===== src/rtl/serial_syllable_assembler_pkg.sv =====
// rtl/serial_syllable_assembler_pkg.sv - shared constants, state enum and parity helper for the transfer-register write path
package lvdc_xfer_pkg;

  localparam int LVDC_SYL_BITS = 13;
  localparam int LVDC_PAR_MAX  = 16;

  typedef enum logic [1:0] {
    IDLE    = 2'd0,
    SHIFT   = 2'd1,
    WAIT_WR = 2'd2
  } xfer_state_t;

  // Narrower syllables are zero-extended by the caller; zeros do not change the XOR.
  function automatic logic syl_parity(input logic [LVDC_PAR_MAX-1:0] data, input logic odd);
    return (^data) ^ odd;
  endfunction

endpackage


===== src/rtl/serial_syllable_assembler_if.sv =====
// rtl/serial_syllable_assembler_if.sv - serial input, write-buffer handshake and status bundle of the syllable assembler
interface serial_syllable_assembler_if #(
  parameter int SYL_BITS = lvdc_xfer_pkg::LVDC_SYL_BITS
);

  logic                START;
  logic                SYL_SEL;
  logic                BIT_STB;
  logic                SHIFT_EN;
  logic                SER_DATA;
  logic                WR_READY;
  logic                WR_VALID;
  logic [SYL_BITS-1:0] WR_DATA;
  logic                WR_PAR;
  logic                WR_SYL;
  logic                BUSY;
  logic                PAR_ERR;
  logic                OVERRUN;

  modport master (
    output START, SYL_SEL, BIT_STB, SHIFT_EN, SER_DATA, WR_READY,
    input  WR_VALID, WR_DATA, WR_PAR, WR_SYL, BUSY, PAR_ERR, OVERRUN
  );

  modport slave (
    input  START, SYL_SEL, BIT_STB, SHIFT_EN, SER_DATA, WR_READY,
    output WR_VALID, WR_DATA, WR_PAR, WR_SYL, BUSY, PAR_ERR, OVERRUN
  );

endinterface


===== src/rtl/serial_syllable_assembler_parity_accum.sv =====
// rtl/serial_syllable_assembler_parity_accum.sv - 1-bit running XOR flop with clear and enable
module parity_accum (
  input  logic clk,
  input  logic clr,
  input  logic en,
  input  logic d,
  output logic q
);

  always_ff @(posedge clk) begin
    if (clr) begin
      q <= 1'b0;
    end else if (en) begin
      q <= q ^ d;
    end
  end

endmodule


===== src/rtl/serial_syllable_assembler.sv =====
// rtl/serial_syllable_assembler.sv - LSB-first serial-to-syllable assembler with write handshake
// Optional received-parity check: SERIAL_ASSEMBLER_PARITY_CHECK_EN
module serial_syllable_assembler
  import lvdc_xfer_pkg::*;
#(
  parameter int SYL_BITS = LVDC_SYL_BITS,
  parameter bit PAR_ODD  = 1'b1
) (
  input  logic                        CLK,
  input  logic                        RESET,
  serial_syllable_assembler_if.slave  bus
);

  localparam int CW = $clog2(SYL_BITS + 2);
`ifdef SERIAL_ASSEMBLER_PARITY_CHECK_EN
  localparam int LAST_IDX = SYL_BITS;
`else
  localparam int LAST_IDX = SYL_BITS - 1;
`endif
  localparam logic [CW-1:0] LAST_CNT = CW'(LAST_IDX);
  localparam logic [CW-1:0] DATA_CNT = CW'(SYL_BITS);

  xfer_state_t         state;
  logic [CW-1:0]       cnt;
  logic [SYL_BITS-1:0] data_q;
  logic                syl_q;
  logic                valid_q;
  logic                busy_q;
  logic                ovr_q;
  logic                acc_q;

  logic sample;
  logic handshake;
  logic start_accept;
  logic data_bit;
  logic last_bit;
  logic acc_clr;
  logic acc_en;
  logic wr_par;

  assign sample       = bus.BIT_STB & bus.SHIFT_EN;
  assign handshake    = (state == WAIT_WR) & bus.WR_READY;
  // START is honoured everywhere except a stalled WAIT_WR
  assign start_accept = bus.START & ((state != WAIT_WR) | bus.WR_READY);
  assign data_bit     = (state == SHIFT) & ~bus.START & sample;
  assign last_bit     = data_bit & (cnt == LAST_CNT);
  assign acc_clr      = RESET | start_accept;
  // The received parity bit, when present, is kept out of the accumulator
  assign acc_en       = data_bit & (cnt < DATA_CNT);
  assign wr_par       = acc_q ^ PAR_ODD;

  parity_accum u_parity_accum (
    .clk (CLK),
    .clr (acc_clr),
    .en  (acc_en),
    .d   (bus.SER_DATA),
    .q   (acc_q)
  );

  always_ff @(posedge CLK) begin
    if (RESET) begin
      state   <= IDLE;
      cnt     <= '0;
      data_q  <= '0;
      syl_q   <= 1'b0;
      valid_q <= 1'b0;
      busy_q  <= 1'b0;
      ovr_q   <= 1'b0;
    end else if (start_accept) begin
      state   <= SHIFT;
      cnt     <= '0;
      data_q  <= '0;
      syl_q   <= bus.SYL_SEL;
      valid_q <= 1'b0;
      busy_q  <= 1'b1;
      ovr_q   <= 1'b0;
    end else begin
      case (state)
        IDLE: begin
          state <= IDLE;
        end
        SHIFT: begin
          if (data_bit) begin
            for (int i = 0; i < SYL_BITS; i++) begin
              if (cnt == CW'(i)) begin
                data_q[i] <= bus.SER_DATA;
              end
            end
            cnt <= cnt + CW'(1);
            if (last_bit) begin
              state   <= WAIT_WR;
              valid_q <= 1'b1;
            end
          end
        end
        WAIT_WR: begin
          if (handshake) begin
            state   <= IDLE;
            valid_q <= 1'b0;
            busy_q  <= 1'b0;
            if (sample) begin
              ovr_q <= 1'b1;
            end
          end else if (bus.START | sample) begin
            ovr_q <= 1'b1;
          end
        end
        default: begin
          state <= IDLE;
        end
      endcase
    end
  end

`ifdef SERIAL_ASSEMBLER_PARITY_CHECK_EN
  logic perr_q;

  // The accumulator holds only data bits when the parity bit arrives
  always_ff @(posedge CLK) begin
    if (RESET) begin
      perr_q <= 1'b0;
    end else if (start_accept | handshake) begin
      perr_q <= 1'b0;
    end else if (last_bit) begin
      perr_q <= bus.SER_DATA ^ wr_par;
    end
  end

  assign bus.PAR_ERR = perr_q;
`else
  assign bus.PAR_ERR = 1'b0;
`endif

  assign bus.WR_VALID = valid_q;
  assign bus.WR_DATA  = data_q;
  assign bus.WR_PAR   = wr_par;
  assign bus.WR_SYL   = syl_q;
  assign bus.BUSY     = busy_q;
  assign bus.OVERRUN  = ovr_q;

endmodule


===== src/flat_wrapper.sv =====
// flat-port wrapper written by rule: the top's interface ports become plain ports
module serial_syllable_assembler_flat import lvdc_xfer_pkg::*;
#(
  parameter int SYL_BITS = LVDC_SYL_BITS,
  parameter bit PAR_ODD  = 1'b1
)
  (CLK, RESET, bus_START, bus_SYL_SEL, bus_BIT_STB, bus_SHIFT_EN, bus_SER_DATA, bus_WR_READY, bus_WR_VALID, bus_WR_DATA, bus_WR_PAR, bus_WR_SYL, bus_BUSY, bus_PAR_ERR, bus_OVERRUN);
  serial_syllable_assembler_if #(.SYL_BITS(SYL_BITS)) bus_i ();
  input  logic CLK;
  input  logic RESET;
  input wire logic [$bits(bus_i.START)-1:0] bus_START;
  input wire logic [$bits(bus_i.SYL_SEL)-1:0] bus_SYL_SEL;
  input wire logic [$bits(bus_i.BIT_STB)-1:0] bus_BIT_STB;
  input wire logic [$bits(bus_i.SHIFT_EN)-1:0] bus_SHIFT_EN;
  input wire logic [$bits(bus_i.SER_DATA)-1:0] bus_SER_DATA;
  input wire logic [$bits(bus_i.WR_READY)-1:0] bus_WR_READY;
  output wire logic [$bits(bus_i.WR_VALID)-1:0] bus_WR_VALID;
  output wire logic [$bits(bus_i.WR_DATA)-1:0] bus_WR_DATA;
  output wire logic [$bits(bus_i.WR_PAR)-1:0] bus_WR_PAR;
  output wire logic [$bits(bus_i.WR_SYL)-1:0] bus_WR_SYL;
  output wire logic [$bits(bus_i.BUSY)-1:0] bus_BUSY;
  output wire logic [$bits(bus_i.PAR_ERR)-1:0] bus_PAR_ERR;
  output wire logic [$bits(bus_i.OVERRUN)-1:0] bus_OVERRUN;
  assign bus_i.START = bus_START;
  assign bus_i.SYL_SEL = bus_SYL_SEL;
  assign bus_i.BIT_STB = bus_BIT_STB;
  assign bus_i.SHIFT_EN = bus_SHIFT_EN;
  assign bus_i.SER_DATA = bus_SER_DATA;
  assign bus_i.WR_READY = bus_WR_READY;
  assign bus_WR_VALID = bus_i.WR_VALID;
  assign bus_WR_DATA = bus_i.WR_DATA;
  assign bus_WR_PAR = bus_i.WR_PAR;
  assign bus_WR_SYL = bus_i.WR_SYL;
  assign bus_BUSY = bus_i.BUSY;
  assign bus_PAR_ERR = bus_i.PAR_ERR;
  assign bus_OVERRUN = bus_i.OVERRUN;
  serial_syllable_assembler #(.SYL_BITS(SYL_BITS), .PAR_ODD(PAR_ODD)) u_core (.CLK(CLK), .RESET(RESET), .bus(bus_i));
endmodule

===== config.mk =====
export PLATFORM = sky130hd
export DESIGN_NAME = serial_syllable_assembler_flat
export DESIGN_NICKNAME = d
export VERILOG_FILES = /design/src/rtl/serial_syllable_assembler_pkg.sv /design/src/rtl/serial_syllable_assembler_if.sv /design/src/rtl/serial_syllable_assembler_parity_accum.sv /design/src/rtl/serial_syllable_assembler.sv /design/src/flat_wrapper.sv
export SDC_FILE = /design/constraint.sdc
export NUM_CORES = 1
export LEC_CHECK = 0
export CORE_MARGIN = 4
export CORE_UTILIZATION = 40
export CTS_CLUSTER_SIZE = 14
export DETAILED_ROUTE_END_ITERATION = 8
export GPL_TIMING_DRIVEN = 0
export PLACE_DENSITY = 0.67
export SLEW_MARGIN = 20
export SYNTH_ARGS = -nofsm -noshare
export SYNTH_HDL_FRONTEND = slang
export SYNTH_SLANG_ARGS = --single-unit

===== constraint.sdc =====
create_clock -name CLK -period 3.7 [get_ports CLK]
set_input_delay 0.74 -clock CLK [delete_from_list [all_inputs] [get_ports CLK]]
set_output_delay 0.74 -clock CLK [all_outputs]
set_load 0.01 [all_outputs]

==> results of run 1 <==
-- sequential cells by signal, indices dropped and copies added, names as in the netlist --
register,count
u_core.state,2
u_core.bus.WR_VALID,1
u_core.bus.WR_DATA,13
u_core.bus.OVERRUN,1
u_core.u_parity_accum.q,1
u_core.bus.BUSY,1
u_core.cnt,4
u_core.bus.WR_SYL,1
-- final cells by class --
type	count	share of cell area
Buffer	5	0.0169
Clock buffer	3	0.0152
Clock inverter	1	0.0203
Inverter	7	0.0178
Multi-Input combinational cell	94	0.409
Sequential cell	24	0.325
Tap cell	31	0.0262
Timing Repair Buffer	25	0.169
-- cells by family after synthesis --
logic type / after synthesis / synth area share
buffers and inverters: 12 / 0.0452
muxes: 1 / 0.00881
adders and majority gates: 5 / 0.0551
and+or+nand+nor: 40 / 0.243
other: 1 / 0.00330
AOI/OAI and AO/OA: 47 / 0.221
DFF: 24 / 0.423
-- power by group --
group / total [mW] / internal [mW] / leakage, nW / switching, mW
sequential: 0.264 / 0.261 / 0.194 / 0.00280
clock: 0.192 / 0.109 / 0.0279 / 0.0829
combinational: 0.0399 / 0.0177 / 0.255 / 0.0222
total: 0.496 / 0.389 / 0.477 / 0.108
-- layer usage --
metal	wire, um	GRT usage	vias up	part of all wire
li1	-	-	539	-
met1	1200	0.184	476	0.46
met2	1240	0.246	31	0.48
met3	129	0.0210	4	0.050
met4	29	0.0495	0	0.011
met5	0	0	-	0
-- worst max-delay path by stage --
stage | from | to | cells past startpoint
finish | bus_START | u_core.bus.WR_DATA[0] | 6
CTS | bus_START | u_core.bus.WR_DATA[0] | 6
global route | bus_START | u_core.cnt[2] | 6
global placement | bus_START | u_core.bus.WR_DATA[1] | 6
floorplan | bus_START | u_core.bus.OVERRUN | 5
detailed placement | bus_START | u_core.bus.WR_DATA[0] | 6
-- placed cells by master, fill, tap and decap left out, drive strengths merged, types with 3 or more instances in the layout --
master	netlist	routed
clkdlybuf4s50	0	25
buf	3	3
dfxtp	24	24
ha	5	5
clkbuf	2	5
a21oi	23	23
inv	7	7
nand4b	5	5
o211ai	3	3
or3	14	14
o21ai	18	18
nand3	4	4
-- worst max-delay path, stage by stage --
cell,delay (ns)
clkdlybuf4s50_1,0.48
buf_2,0.20
inv_1,0.11
o21ai_1,0.66
clkbuf_1,0.43
a21oi_1,0.08
==> impl_metrics.py, run 1 <==
metrics = {
    "layout": {
        "n_fill_cell": 248,
        "area_growth_pct": 30.1,
        "multi_input_area_um2": 604,
        "n_antenna_cell": 0,
        "regArea_um2": 480,
        "final_util": 0.541,
        "final_cell_area_um2": 1480,
        "nets": 173,
        "layoutNonFillerInstCount": 190,
        "drive_above_1_share": 0.0566,
    },
    "logic_synthesis": {
        "synth_area_um2": 1140,
        "synth.top_cell.area_share": 0.423,
        "yosysUniqueCellTypes": 29,
        "synth_most_common_cell": "dfxtp_1",
        "syn_inst": 130,
        "yosysWarnings": 0,
        "synthFlopType": "dfxtp_1",
        "syn_nets": 143,
        "synth_area_leader_cell": "dfxtp_1",
        "synth-async-reset-ratio": 0,
        "syn_area_per_cell_um2": 8.74,
        "ys_seq_area_frac": 0.423,
        "synth_edf_count": 0,
        "synth_area_leaders": "dfxtp_1 42%, a21oi_1 10%, or3_1 7.7%, o21ai_0 5.7%, ha_1 5.5%",
        "synth_common_cells": "24 x dfxtp_1, 23 x a21oi_1, 14 x or3_1, 13 x o21ai_0, 7 x inv_1",
        "ys_ff_latch": 24,
    },
    "power_and_ir_drop": {
        "power_density_nw_per_um2": 336,
        "p_leak_nw": 0.477,
        "power_mw": 0.496,
        "ir_worst_vdd_mv": 0.271,
    },
    "worst_setup_path": {
        "reg2reg_from": "u_core.state[0]",
        "cp-start-kind": "input pin",
        "ff2ff_path_depth": 4,
        "critical_path_required_ns": 3.90,
        "rrSetupSlack_ns": 1.79,
        "critPathMaxFanout": 10,
        "worst_setup_path_end_kind": "flip-flop",
        "worstReg2RegEnd": "u_core.bus.WR_DATA[0]",
        "critical_path_class": "input pin to flip-flop",
        "arrival_ns": 2.71,
    },
    "global_route": {
        "first_global_vias": 939,
        "grt_first_pass_wirelength_um": 4060,
        "antenna_found_initial": 0,
        "grt_util_all_layers": 0.144,
        "grt_overflow": 0,
        "grt_max_degree": 15,
    },
    "cts": {
        "cts_tree": "yes",
        "cts-buffers-inserted": 3,
        "cts_resized": 0,
        "cts_setup_buffers": 0,
        "clockBufferDepth": 2,
        "cts.clk_slew.worst_paths_ns": 0.13,
        "cts-hold-fix-buffers": 0,
        "htree_levels": 1,
        "cts_root_buf": "clkbuf_4",
        "clock-sinks": 24,
        "clk_latency_ns": 0.32,
    },
    "sta": {
        "fin_crit_ns": 2.51,
        "grt_setup_unrepaired": "false",
        "hold_violations": 0,
        "drv_slew": 0,
        "final.setup.worst_slack_ns": 1.19,
        "worstMarginPinSlew_ns": 0.804,
        "fin_crit_sh": 0.679,
        "slew_headroom": 0.460,
        "fin_skew_ns": 0.00946,
        "fmax_mhz": 398,
        "setup_viol": 0,
        "worst_hold_slack_ns": 0.455,
        "final.setup.tns_ns": 0,
    },
    "drt": {
        "wl_um": 2600,
        "drc_errors": 0,
        "wl_per_cell_um": 13.7,
        "ant_nets": 0,
        "via_count": 1050,
        "firstDrtPassIters": 4,
        "drt_iter0_drc": 47,
        "vias_per_cell": 5.53,
    },
    "floorplan": {
        "die_width_um": 61.3,
        "dieArea_um2": 3760,
        "num_rows": 19,
        "die_y_um": 61.3,
        "num_io_pins": 27,
        "coreArea_um2": 2730,
        "start_util": 0.416,
    },
    "run_status": {
        "outcome": "finished clean",
    },
    "hold_path": {
        "hold_path_startpoint": "u_core.bus.WR_VALID",
        "min_path_type": "flip-flop to flip-flop",
        "holdPathEnd": "u_core.bus.WR_VALID",
        "min_path_cells": 2,
    },
    "place": {
        "pre_cts_ws_ns": 0.829,
        "placed_cell_area_um2": 1430,
        "dp_cells": 186,
        "place_congestion": 0.728,
        "place_hpwl_um": 1930,
        "portBuffers": 25,
    },
    "run": {
        "maxCapViolCount": 0,
    },
}
Note: power is estimated with default switching activity, not from simulation.
==> run 2: changes to the inputs <==
Settings changed: PLACE_DENSITY 0.67 to 0.69.
Clock period 3.7 ns to 2.1 ns, I/O delays scaled along.
==> impl_metrics.py, run 2 (synthesized netlist as in run 1, its figures left out) <==
metrics = {
    "layout": {
        "final_util": 0.536,
        "final_cell_mix": "25 x clkdlybuf4s50_1, 24 x dfxtp_1, 23 x a21oi_1",
        "n_antenna_cell": 0,
        "drive_above_1_share": 0.0692,
        "largest_register_ffs": 13,
        "nets": 173,
        "area_growth_pct": 29.1,
        "mostFrequentLayoutCell": "clkdlybuf4s50_1",
    },
    "worst_setup_path": {
        "cp-start-kind": "input pin",
        "critPathMaxFanout": 10,
        "arrival_ns": 2.14,
        "critical_path_class": "input pin to flip-flop",
        "worst_setup_path_end_kind": "flip-flop",
        "critical_path_required_ns": 2.35,
    },
    "place": {
        "portBuffers": 25,
        "place_hpwl_um": 1890,
        "place_congestion": 0.742,
        "pre_cts_ws_ns": -0.406,
    },
    "floorplan": {
        "die_y_um": 61.3,
        "die_width_um": 61.3,
        "dieArea_um2": 3760,
        "num_rows": 19,
        "start_util": 0.416,
        "coreArea_um2": 2730,
        "num_io_pins": 27,
    },
    "sta": {
        "fin_crit_ns": 1.89,
        "final.setup.tns_ns": 0,
        "setup_viol": 0,
        "hold_violations": 0,
        "final.setup.worst_slack_ns": 0.209,
        "fmax_mhz": 529,
        "drv_slew": 0,
        "fin_crit_sh": 0.900,
        "fin_skew_ns": 0.00510,
        "worst_hold_slack_ns": 0.460,
        "grt_setup_unrepaired": "false",
    },
    "cts": {
        "cts_root_buf": "clkbuf_4",
        "cts-hold-fix-buffers": 0,
        "cts.clk_slew.worst_paths_ns": 0.13,
        "clockBufferDepth": 2,
        "clk_latency_ns": 0.31,
        "cts_tree": "yes",
        "clock-sinks": 24,
        "htree_levels": 1,
        "cts-buffers-inserted": 3,
    },
    "power_and_ir_drop": {
        "p_leak_nw": 0.474,
        "power_density_nw_per_um2": 531,
        "ir_worst_vdd_mv": 0.337,
    },
    "drt": {
        "ant_nets": 0,
        "via_count": 1058,
        "wl_per_cell_um": 13.5,
        "top_layer": "met4",
        "wl_met1_um": 1180,
        "wl_met2_um": 1250,
        "firstDrtPassIters": 4,
        "wl_um": 2560,
        "drc_errors": 0,
        "drt_iter0_drc": 32,
        "vias_per_cell": 5.57,
        "dr_wl_met3_um": 119,
    },
    "global_route": {
        "grt_util_all_layers": 0.150,
        "grt_overflow": 0,
        "first_global_vias": 1028,
        "antenna_found_initial": 0,
        "grt_max_degree": 14,
        "grt_first_pass_wirelength_um": 4310,
    },
    "run_status": {
        "outcome": "finished clean",
    },
    "hold_path": {
        "min_path_type": "flip-flop to flip-flop",
    },
    "run": {
        "maxCapViolCount": 0,
    },
}
==> run 2: cell types whose count changed in the layout (fill, tap and decap cells not counted), sizes merged <==
cell / before / now
bufinv: 1 / 0
clkbuf: 5 / 6
==> run 2: cell type report <==
class / instances / area, um2
timing repair buffer: 25 / 250
fill: 274 / 1270
tap: 31 / 38.8
multi-input combinational: 94 / 608
clock buffer: 4 / 36.3
inverter: 7 / 26.3
sequential: 24 / 480
buffer: 5 / 26.3
==> run 2: power breakdown <==
part,total (mW),switching [mW],internal (mW)
Combinational,0.0708,0.0391,0.0317
Clock,0.242,0.137,0.106
Sequential,0.465,0.00484,0.460
Total,0.778,0.180,0.598
==> run 2: worst paths after layout <==
| path | slack [ns] | end | start | cells past startpoint |
|---|---|---|---|---|
| hold reg to reg | 0.46 | u_core.bus.WR_VALID | u_core.bus.WR_VALID | 2 |
| setup reg to reg | 0.29 | u_core.bus.WR_DATA[12] | u_core.cnt[0] | 5 |
| setup / recovery | 0.21 | u_core.bus.WR_DATA[12] | bus_SHIFT_EN | 4 |
| hold / removal | 0.46 | u_core.bus.WR_VALID | u_core.bus.WR_VALID | 2 |
==> run 2: metrics by stage <==
step,total power [mW],std cells,area (um2)
final,0.778,190,1470
after global routing,0.817,190,1470
after CTS,0.789,190,1470
after detailed placement,0.545,186,1430
after global placement,0.544,186,1430
after floorplan,0.510,130,1140
==> run 2: worst max-delay path, cell delays in order <==
cell	delay, ns
clkdlybuf4s50_1	0.61
nand4b_1	0.40
or4_1	0.59
a21oi_1	0.13
==> run 2: routing by layer <==
metal | GRT usage | vias up
met1 | 0.183 | 497
met4 | 0.0495 | 0
li1 | - | 537
met2 | 0.264 | 22
met3 | 0.0273 | 2
met5 | 0 | -
==> run 2: timing repair <==
| action | 4_1_cts | 5_1_grt |
|---|---|---|
| setup buffers | 0 | 0 |
| resized for setup | 1 | 2 |
| endpoints found under the setup margin | 10 | 4 |
==> run 3: changes to the inputs <==
Settings changed: CORE_MARGIN 4 to 2.
==> impl_metrics.py, run 3 (synthesized netlist as in run 1, its figures left out) <==
metrics = {
    "drt": {
        "wl_per_cell_um": 13.5,
        "via_count": 1075,
        "vias_per_cell": 5.69,
        "wl_um": 2560,
        "drc_errors": 0,
        "firstDrtPassIters": 4,
        "drt_iter0_drc": 11,
        "ant_nets": 0,
    },
    "worst_setup_path": {
        "critical_path_required_ns": 2.32,
        "worst_setup_path_end_kind": "flip-flop",
        "critical_path_class": "input pin to flip-flop",
        "crit_chain": "clkdlybuf4s50_1 -> buf_2 -> inv_1 -> o21ai_2 -> clkbuf_2 -> a21oi_1",
        "critPathMaxFanout": 10,
        "cp_num_buf_inv": 4,
        "cpPeakStageDelay_ns": 0.48,
        "arrival_ns": 2.08,
        "cp-start-kind": "input pin",
        "cpMaxStageDelayCell": "clkdlybuf4s50_1",
        "cp_top_family": "buffers and inverters",
    },
    "cts": {
        "htree_levels": 1,
        "clock-sinks": 24,
        "cts_tree": "yes",
        "cts-buffers-inserted": 3,
        "clockBufferDepth": 2,
        "cts_root_buf": "clkbuf_4",
        "cts.clk_slew.worst_paths_ns": 0.14,
        "clk_latency_ns": 0.32,
        "cts-hold-fix-buffers": 0,
        "cts_setup_buffers": 0,
    },
    "sta": {
        "final.setup.tns_ns": 0,
        "fin_crit_sh": 0.886,
        "final.setup.worst_slack_ns": 0.238,
        "fmax_mhz": 537,
        "fin_skew_ns": 0.0109,
        "drv_slew": 0,
        "grt_setup_unrepaired": "false",
        "hold_violations": 0,
        "fin_crit_ns": 1.86,
        "setup_viol": 0,
    },
    "place": {
        "placed_cell_area_um2": 1430,
        "place_congestion": 0.736,
        "pre_cts_ws_ns": -0.424,
        "portBuffers": 25,
        "place_hpwl_um": 1820,
    },
    "global_route": {
        "met1_usage": 0.215,
        "grt_overflow": 0,
        "antenna_found_initial": 0,
        "first_global_vias": 928,
        "grt_util_all_layers": 0.166,
        "grtUsageMet3": 0.0295,
        "grt_use_met2": 0.273,
        "grt_first_pass_wirelength_um": 4240,
        "grt_max_degree": 13,
        "busiest_layer": "met2",
    },
    "floorplan": {
        "dieArea_um2": 3280,
        "num_io_pins": 27,
        "die_width_um": 57.3,
        "coreArea_um2": 2730,
        "start_util": 0.416,
        "die_y_um": 57.3,
        "num_rows": 19,
    },
    "layout": {
        "largest_register_ffs": 13,
        "final_cell_area_um2": 1450,
        "mostFrequentLayoutCell": "clkdlybuf4s50_1",
        "area_growth_pct": 27.9,
        "n_antenna_cell": 0,
        "drive_above_1_share": 0.0633,
        "nets": 173,
        "final_cell_mix": "25 x clkdlybuf4s50_1, 24 x dfxtp_1, 23 x a21oi_1",
    },
    "power_and_ir_drop": {
        "p_leak_nw": 0.467,
        "ir_worst_vdd_mv": 0.287,
        "power_density_nw_per_um2": 512,
    },
    "run": {
        "maxCapViolCount": 0,
    },
    "run_status": {
        "outcome": "finished clean",
    },
    "hold_path": {
        "min_path_type": "flip-flop to flip-flop",
    },
}
run 3: power breakdown:
group	switching [mW]	internal, mW
sequential	0.00542	0.460
combinational	0.0386	0.0317
clock	0.140	0.0672
run 3: worst reg2reg max path, cell delays in order (launching register included):
cell,delay (ns)
dfxtp_1,0.38
inv_1,0.14
ha_1,0.16
nand4b_1,0.33
or4_1,0.57
a21oi_1,0.13
run 3: per-stage QoR:
step	total power [mW]	util	instances	hold WS, ns
2_1_floorplan	0.510	-	130	0.468
3_3_place_gp	0.543	0.521	186	0.437
3_5_place_dp	0.544	0.521	186	0.439
4_1_cts	0.749	0.531	189	0.458
5_1_grt	0.769	0.531	189	0.479
6_report	0.743	0.531	189	0.453
run 3: final cells by class:
cell class / count / area [um2]
inverters: 7 / 26.3
repair buffers: 25 / 250
clock buffers: 3 / 22.5
plain buffers: 5 / 26.3
multi-input cells: 94 / 608
well taps: 31 / 38.8
fillers: 261 / 1280
flip-flops and latches: 24 / 480
run 3: worst paths after layout:
kind,from,to,slack (ns),depth (start not counted)
max,bus_START,u_core.bus.WR_DATA[1],0.24,6
min,u_core.bus.WR_VALID,u_core.bus.WR_VALID,0.45,2
max reg2reg,u_core.cnt[0],u_core.bus.WR_DATA[12],0.33,5
min reg2reg,u_core.bus.WR_VALID,u_core.bus.WR_VALID,0.45,2
run 3: per-layer routing:
metal	up-vias	routed length, um
li1	537	-
met1	509	1200
met2	25	1210
met3	4	104
met4	0	43
met5	-	0
run 3: timing repair:
action	in CTS	in global routing
gates resized for setup	1	2
cloned	0	0
setup endpoints to repair	10	6
